**config.mk**
```make
export PLATFORM = sky130hd
export DESIGN_NAME = mac_accum_flat
export DESIGN_NICKNAME = d
export VERILOG_FILES = /design/src/rtl/mac_pkg.sv /design/src/rtl/mac_accum_if.sv /design/src/rtl/mul_pp.sv /design/src/rtl/mac_accum.sv /design/src/flat_wrapper.sv
export SDC_FILE = /design/constraint.sdc
export NUM_CORES = 1
export LEC_CHECK = 0
export CORE_UTILIZATION = 25
export DETAILED_ROUTE_END_ITERATION = 8
export PLACE_DENSITY = 0.58
export SYNTH_ARGS = -nofsm -noshare
export SYNTH_HDL_FRONTEND = slang
export SYNTH_HIERARCHICAL = 1
export SYNTH_SLANG_ARGS = --single-unit
```
**constraint.sdc**
```tcl
create_clock -name clk -period 5.18 [get_ports clk]
set_clock_uncertainty 0.1 [all_clocks]
set_input_delay 1.036 -clock clk [delete_from_list [all_inputs] [get_ports clk]]
set_output_delay 1.036 -clock clk [all_outputs]
set_load 0.02 [all_outputs]
```
**src/rtl/mac_pkg.sv**
```systemverilog
// Shared types and default widths for the multiply-accumulate stage.
package mac_pkg;

  typedef enum logic {
    ACCUM = 1'b0,
    HOLD  = 1'b1
  } mac_state_e;

  localparam int DATA_W_DEF = 4;
  localparam int ACC_W_DEF  = 12;

endpackage

```
**src/rtl/mac_accum_if.sv**
```systemverilog
// Operand/result bus of mac_accum. The master drives operands and out_ready;
// the slave (mac_accum) drives in_ready and the result.
interface mac_accum_if
  import mac_pkg::*;
#(
  parameter int DATA_W = DATA_W_DEF,
  parameter int ACC_W  = ACC_W_DEF
);

  // Both channels use plain valid/ready: a transfer happens on a rising edge
  // where valid and ready are both high; valid never waits on ready, and the
  // sender holds its payload stable until that edge.
  logic              in_valid;
  logic              in_ready;
  logic [DATA_W-1:0] in1;
  logic [DATA_W-1:0] in2;
  logic              out_valid;
  logic              out_ready;
  logic [ACC_W-1:0]  out_sum;
  logic              out_ovf;

  modport master (
    output in_valid, in1, in2, out_ready,
    input  in_ready, out_valid, out_sum, out_ovf
  );

  modport slave (
    input  in_valid, in1, in2, out_ready,
    output in_ready, out_valid, out_sum, out_ovf
  );

endinterface

```
**src/rtl/mul_pp.sv**
```systemverilog
// Combinational unsigned DATA_W x DATA_W multiplier built from shifted
// partial products (one AND row per multiplier bit).
module mul_pp
  import mac_pkg::*;
#(
  parameter int DATA_W = DATA_W_DEF
) (
  input  logic [DATA_W-1:0]   a,
  input  logic [DATA_W-1:0]   b,
  output logic [2*DATA_W-1:0] p
);

  always_comb begin
    p = '0;
    for (int i = 0; i < DATA_W; i++) begin
      if (b[i]) p = p + ({{DATA_W{1'b0}}, a} << i);
    end
  end

endmodule

```
**src/rtl/mac_accum.sv**
```systemverilog
// Multiply-accumulate stage: sums COUNT products per result, then holds it
// until taken. Define MAC_SAT_EN to clamp on overflow instead of wrapping.
module mac_accum
  import mac_pkg::*;
#(
  parameter int DATA_W = DATA_W_DEF,
  parameter int COUNT  = 4,
  parameter int ACC_W  = ACC_W_DEF
) (
  input  logic       clk,
  input  logic       rst,
  mac_accum_if.slave bus,
  output mac_state_e dbg_state
);

  localparam int CNT_W = $clog2(COUNT + 1);
  localparam logic [CNT_W-1:0] CNT_LAST = CNT_W'(COUNT - 1);
  localparam logic [0:0] ST_ACCUM = 1'b0;
  localparam logic [0:0] ST_HOLD  = 1'b1;

  logic [0:0]        state;
  logic [CNT_W-1:0]  cnt;
  logic [ACC_W-1:0]  acc;
  logic              ovf;
  logic [2*DATA_W-1:0] prod;
  logic [ACC_W:0]    sum;
  logic [ACC_W-1:0]  acc_nxt;
  logic              ovf_nxt;
  logic              beat;

  mul_pp #(.DATA_W(DATA_W)) u_mul (
    .a (bus.in1),
    .b (bus.in2),
    .p (prod)
  );

  assign beat = bus.in_valid && bus.in_ready;
  // One extra bit on the adder catches the carry that marks overflow.
  assign sum  = {1'b0, acc} + {{(ACC_W + 1 - 2*DATA_W){1'b0}}, prod};

  always_comb begin
    acc_nxt = sum[ACC_W-1:0];
    ovf_nxt = ovf | sum[ACC_W];
`ifdef MAC_SAT_EN
    // Once clamped, stay clamped even if later products are zero.
    if (ovf || sum[ACC_W]) acc_nxt = '1;
`endif
  end

  always_ff @(posedge clk) begin
    if (rst) begin
      state <= ST_ACCUM;
      cnt   <= '0;
      acc   <= '0;
      ovf   <= 1'b0;
    end else if (state == ST_ACCUM) begin
      if (beat) begin
        acc <= acc_nxt;
        ovf <= ovf_nxt;
        if (cnt == CNT_LAST) begin
          cnt   <= '0;
          state <= ST_HOLD;
        end else begin
          cnt <= cnt + 1'b1;
        end
      end
    end else if (bus.out_ready) begin
      acc   <= '0;
      ovf   <= 1'b0;
      state <= ST_ACCUM;
    end
  end

  assign bus.in_ready  = (state == ST_ACCUM) && !rst;
  assign bus.out_valid = (state == ST_HOLD);
  assign bus.out_sum   = acc;
  assign bus.out_ovf   = ovf;
  assign dbg_state     = mac_state_e'(state);

endmodule

```
**src/flat_wrapper.sv**
```systemverilog
// flat-port wrapper written by rule: the top's interface ports become plain ports
module mac_accum_flat import mac_pkg::*;
#(
  parameter int DATA_W = DATA_W_DEF,
  parameter int COUNT  = 4,
  parameter int ACC_W  = ACC_W_DEF
)
  (clk, rst, dbg_state, bus_in_valid, bus_in1, bus_in2, bus_out_ready, bus_in_ready, bus_out_valid, bus_out_sum, bus_out_ovf);
  mac_accum_if #(.DATA_W(DATA_W), .ACC_W(ACC_W)) bus_i ();
  input  logic clk;
  input  logic rst;
  output mac_state_e dbg_state;
  input wire logic [$bits(bus_i.in_valid)-1:0] bus_in_valid;
  input wire logic [$bits(bus_i.in1)-1:0] bus_in1;
  input wire logic [$bits(bus_i.in2)-1:0] bus_in2;
  input wire logic [$bits(bus_i.out_ready)-1:0] bus_out_ready;
  output wire logic [$bits(bus_i.in_ready)-1:0] bus_in_ready;
  output wire logic [$bits(bus_i.out_valid)-1:0] bus_out_valid;
  output wire logic [$bits(bus_i.out_sum)-1:0] bus_out_sum;
  output wire logic [$bits(bus_i.out_ovf)-1:0] bus_out_ovf;
  assign bus_i.in_valid = bus_in_valid;
  assign bus_i.in1 = bus_in1;
  assign bus_i.in2 = bus_in2;
  assign bus_i.out_ready = bus_out_ready;
  assign bus_in_ready = bus_i.in_ready;
  assign bus_out_valid = bus_i.out_valid;
  assign bus_out_sum = bus_i.out_sum;
  assign bus_out_ovf = bus_i.out_ovf;
  mac_accum #(.DATA_W(DATA_W), .COUNT(COUNT), .ACC_W(ACC_W)) u_core (.clk(clk), .rst(rst), .bus(bus_i), .dbg_state(dbg_state));
endmodule
```
# After elaboration in Yosys (flattened, before gate mapping)
# Index checks and enable logic that the tools add are counted.
# word_totals
regBits,17
latch_bits,0
ram_bits,0
mem_bits_ro,0
inputBits,12
out_inout_bits,16
word_cells,34
n_memories,0
# classes
addsub,5
multipliers,0
div,0
order_cmp,0
n_eq_ne,2
shifts,0
mux,15
bitwise_logic,2
reduce_logical,6
# op_table
operator,count
two-way mux 12 bit,3
two-way mux 8 bit,3
adder 12 x 8 -> 13 bit,1
adder 8 x 5 -> 8 bit,1
adder 8 x 6 -> 8 bit,1
adder 8 x 7 -> 8 bit,1
two-way mux 1 bit,7
two-way mux 4 bit,1
AND reduction 2 bit,2
"adder 3 x 1 -> 3 bit, second input constant",1
"equality test 3 x 2 -> 1 bit, second input constant",1
two-way mux 3 bit,1
logical AND 1 bit,2
"inequality test 2 bit, second input constant",1
nonzero test 2 bit,1
zero test 1 bit,1
NOT 1 bit,1
bitwise OR 1 bit,1

# Longest topological paths before layout
# logic_depth
ltp_word,11
depth_mapped,24
mapped_depth_nobuf,23

# Cells and area by module
# The synthesis kept the hierarchy.
# by_module_without_submodules
mod,n_inst,cells_each,area_each_um2,seq_area_each_um2
mac_accum,1,113,989.7,340.3
mul_pp,1,69,563.0,0.0

# Least setup slack after synthesis
# No wires, ideal clock.
# synth_timing
kind,input to register
start,input bus_in1[1]
end,register u_core.acc[11] (netlist: u_core/bus.out_sum[11])
setup_ns,0.070
arrival_time_ns,5.174
required_ns,5.010
path_slack_ns,-0.163
path_stages,24
path_buffers,1
path_cell_list,and2_1 ha_1 inv_1 fa_1 xnor2_1 nand2_1 xor2_1 ha_1 a21o_1 a21oi_1 xor2_1 o21ai_0 ha_1 a21oi_1 nand2_1 xor2_1 mux2_2 ha_1 buf_2 nand4_1 nor3_1 o21ai_2 or3_1 a21oi_1
# synth_via
elab_chain_cells,10
# synth_rtl
element,line,rtl
from (decl),flat_wrapper.sv:14,input wire logic [$bits(bus_i.in1)-1:0] bus_in1;
two-way mux 4 bit,mul_pp.sv:16,"if (b[i]) p = p + ({{DATA_W{1'b0}}, a} << i);"
adder 8 x 5 -> 8 bit,mul_pp.sv:16,
two-way mux 8 bit,mul_pp.sv:16,
adder 8 x 6 -> 8 bit,mul_pp.sv:16,
two-way mux 8 bit,mul_pp.sv:16,
adder 8 x 7 -> 8 bit,mul_pp.sv:16,
two-way mux 8 bit *,mul_pp.sv:16,
via u_core.prod[6],mac_accum.sv:25,logic [2*DATA_W-1:0] prod;
adder 12 x 8 -> 13 bit *,mac_accum.sv:39,"assign sum = {1'b0, acc} + {{(ACC_W + 1 - 2*DATA_W){1'b0}}, prod};"
two-way mux 12 bit *,mac_accum.sv:57,if (beat) begin
two-way mux 12 bit *,mac_accum.sv:56,end else if (state == ST_ACCUM) begin
to (signal assigned),mac_accum.sv:58,acc <= acc_nxt;
to (decl),mac_accum.sv:23,logic [ACC_W-1:0] acc;
# Mark *: on every way through the listed nets, which the timed path passes. The rest lies on a longest branch. The select of a mux whose other input is x is not followed.
# A chain may end at the register's enable or synchronous reset.

# Worst setup path after layout
# layout_timing
start,input bus_in2[0]
end,register u_core.acc[11] (netlist: u_core/bus.out_sum[11])
# layout_via
elab_chain_cells,10
# layout_rtl
element,line,rtl
from (decl),flat_wrapper.sv:15,input wire logic [$bits(bus_i.in2)-1:0] bus_in2;
two-way mux 4 bit *,mul_pp.sv:16,
adder 8 x 5 -> 8 bit,mul_pp.sv:16,
two-way mux 8 bit *,mul_pp.sv:16,
adder 8 x 6 -> 8 bit,mul_pp.sv:16,
two-way mux 8 bit *,mul_pp.sv:16,
adder 8 x 7 -> 8 bit,mul_pp.sv:16,
two-way mux 8 bit *,mul_pp.sv:16,
via u_core.prod[5],mac_accum.sv:25,
adder 12 x 8 -> 13 bit *,mac_accum.sv:39,
two-way mux 12 bit *,mac_accum.sv:57,
two-way mux 12 bit *,mac_accum.sv:56,
# Marked as above.

==> flow_summary.ini <==
[synthesis]
netlist_instances = 182
ys_warn_count = 6
postSynthAreaPerCell_sq_um = 8.53
synthFlopType = dfxtp_1
synthDistinctLibCells = 45
syn_area_sq_um = 1550
synth_edf_count = 0
async_reset_ff_share_pct = 0
synth_nets = 218
yosysSeqAreaShare_pct = 21.9
ys_seq_elements = 17

[critical_path]
required_ps = 5280
reg2reg_from = u_core/bus.out_sum[0]$_SDFFE_PP0P_
cp_top_family = adder cells
r2r_setup_slack_ps = 2910
crit_path_max_fanout = 4
crit_type = primary input to register
r2r_end = u_core/bus.out_sum[6]$_SDFFE_PP0P_
path_cells = buf_6, and2_4, ha_4, inv_2, fa_2, mux2i_4, ha_4, inv_2, fa_1, nand2_2, a21boi_2, ha_2, fa_2, xor2_1, a32oi_1, o31ai_1, ha_1, buf_6, nand4_1, nor3_2, o21ai_2, or3_4, a21oi_2
rr_worst_depth = 7
crit_buf_inv = 4
crit_end = u_core/bus.out_sum[11]$_SDFFE_PP0P_
critical_path_cell_count = 23
critPathLaunchType = primary input
crit_start = bus_in2[0]
slowest_delay_ps = 490
cp.arrival_ps = 5320
end_kind = register
cpMaxStageDelayCell = fa_1

[power_and_ir_drop]
leakagePower_nw = 1.00
p_per_area_nw_per_um2 = 245
total_power_uw = 565
vdd_ir_drop_max_mv = 0.129

[finish]
design_area_sq_um = 2300
syn_to_final_growth_pct = 48.3
final_nets = 276
final_cell_mix = buf_4 (30), clkdlybuf4s50_1 (23), dfxtp_1 (17), nand2_1 (16), ha_1 (15)
antenna_cells = 0
drive_gt1_share_pct = 29.7
post-route-util_pct = 38.7
final_common_cell = buf_4
final_cells = 314

[floorplanning]
coreArea_sq_um = 5960
die_area_sq_um = 6530
placementRows = 28
ioPinCount = 28
die_height_um = 80.8
start_util_pct = 26.1
die_x_um = 80.8

[timing]
setup_slack_ps = -38.9
max-slew-margin-rel_pct = 58.9
final.setup.tns_ps = -66.4
finalCritPeriodShare_pct = 101
worst_slew_pin_slew_ps = 614
finalHoldViolCount = 0
rsz0062_at_grt = true
setup_viol = 3
clock.fmax_mhz = 192
finalCriticalPeriod_ps = 5220
slew_violations = 0

[detailed_routing]
routed_wl_um = 3760
drtPass1Iterations = 4
postRouteAntennaNets = 0
num_vias = 1467
wl_per_cell_um = 12.0
viasPerCell = 4.67
drt_iter0_drc = 14
drc = 0

[clock_network]
cts.sink_count = 17
clk_pin_slew_ps = 70
clockBufferDepth = 2
numCtsBuffers = 3
cts_root_buffer = clkbuf_8
clk_latency_ps = 260
cts_tree = done
h-tree-depth = 1

[grt]
first_global_vias = 1404
grt_max_degree = 12
grt_first_pass_wirelength_um = 6200
track_usage_pct = 12.3
overflow = 0
antenna_found_initial = 0

[place]
placed_area_sq_um = 2140
io_buffers = 27
hpwl_um = 2980
placed_cells = 307
place_congestion = 0.778

[min_path]
hp-class = register to register

[outcome]
violations = setup timing
status = finished with violations

[flow_run]
max_cap_viol_count = 0
-- cell usage after synthesis (all sizes together), types with 2 or more instances --
library cell | number | area share, %
a211oi | 4 | 1.9
a21o | 7 | 3.4
a21oi | 14 | 4.5
a22o | 3 | 1.7
a31oi | 2 | 0.81
and2 | 5 | 2.0
and3 | 2 | 1.1
buf | 3 | 1.5
clkbuf | 2 | 0.48
dfxtp | 17 | 22
fa | 4 | 5.2
ha | 20 | 16
inv | 8 | 1.9
mux2 | 4 | 2.9
mux2i | 3 | 1.9
nand2 | 19 | 4.8
nand2b | 3 | 1.2
nand3 | 3 | 0.97
nor2 | 9 | 2.2
nor2b | 5 | 2.0
nor3 | 4 | 1.3
o21ai | 13 | 4.4
xnor2 | 4 | 2.3
xor2 | 9 | 5.1
-- per-layer routing --
layer | vias to the layer above | global-route usage, % | share of wire [%]
met5 | - | 0 | 0
met4 | 0 | 4.29 | 0.96
met3 | 4 | 1.35 | 3.6
met2 | 22 | 20.8 | 46
met1 | 675 | 16.0 | 49
li1 | 766 | - | -
-- worst register-to-register path, cell delays in order (launching register included) --
cell and delay [ps]:
dfxtp_1 330, ha_1 250, fa_1 440, a211oi_1 460, o21bai_1 150, a21oi_1 190
xor2_1 170, o21ai_0 80
-- kinds of logic (layout without fill, tap and decap cells) --
family	Yosys count	count (layout)	share of synthesized area [%]
buffers and inverters	13	70	3.95
muxes	7	7	4.83
xor gates and xnor gates	13	13	7.33
adders and majority gates	25	25	21.9
and+or+nand+nor	54	54	17.6
DFF	17	17	21.9
AOI/OAI and AO/OA	53	53	22.5
-- per-stage QoR --
stage / setup slack (ps) / hold WS (ps)
floorplan: -2.64 / 326
global placement: -810 / 338
detailed placement: -800 / 345
CTS: -274 / 355
global route: -249 / 378
finish: -38.9 / 353
-- power breakdown --
part           internal [mW]  switching [mW]
clock network         0.0535          0.0501
logic                  0.162           0.144
registers              0.143          0.0121
total                  0.359           0.206
-- layout make-up --
cell class | count | area, sq um
Sequential cell | 17 | 340
Timing Repair Buffer | 58 | 514
Clock buffer | 3 | 41.3
Multi-Input combinational cell | 152 | 1280
Tap cell | 75 | 93.8
Fill cell | 639 | 3650
Clock inverter | 1 | 5.00
Inverter | 8 | 30.0
-- sequential cells by signal, summed over array words and instances, names as in the netlist --
name	count
u_core/bus.out_ovf	1
u_core/bus.out_sum	12
u_core/bus.out_valid	1
u_core/cnt	3
-- what timing repair did --
action	4_1_cts	5_1_grt
setup endpoints to repair	9	8
hold buffers	0	0
pin swaps	24	15
gates resized for setup	25	9
buffers inserted	2	1
hold endpoints to repair	0	0
-- how the worst min path moves through the flow --
| stage | from | endpoint | slack [ps] | cells past startpoint |
|---|---|---|---|---|
| after floorplan | u_core/cnt[2]$_SDFFE_PP0P_ | u_core/cnt[2]$_SDFFE_PP0P_ | 330 | 2 |
| after global placement | u_core/cnt[2]$_SDFFE_PP0P_ | u_core/cnt[2]$_SDFFE_PP0P_ | 340 | 2 |
| after detailed placement | u_core/cnt[2]$_SDFFE_PP0P_ | u_core/cnt[2]$_SDFFE_PP0P_ | 350 | 2 |
| after CTS | u_core/cnt[2]$_SDFFE_PP0P_ | u_core/cnt[2]$_SDFFE_PP0P_ | 360 | 2 |
| after global routing | u_core/cnt[2]$_SDFFE_PP0P_ | u_core/cnt[2]$_SDFFE_PP0P_ | 380 | 2 |
| final | u_core/cnt[2]$_SDFFE_PP0P_ | u_core/cnt[2]$_SDFFE_PP0P_ | 350 | 2 |
Power figures use the tool's default switching activity.
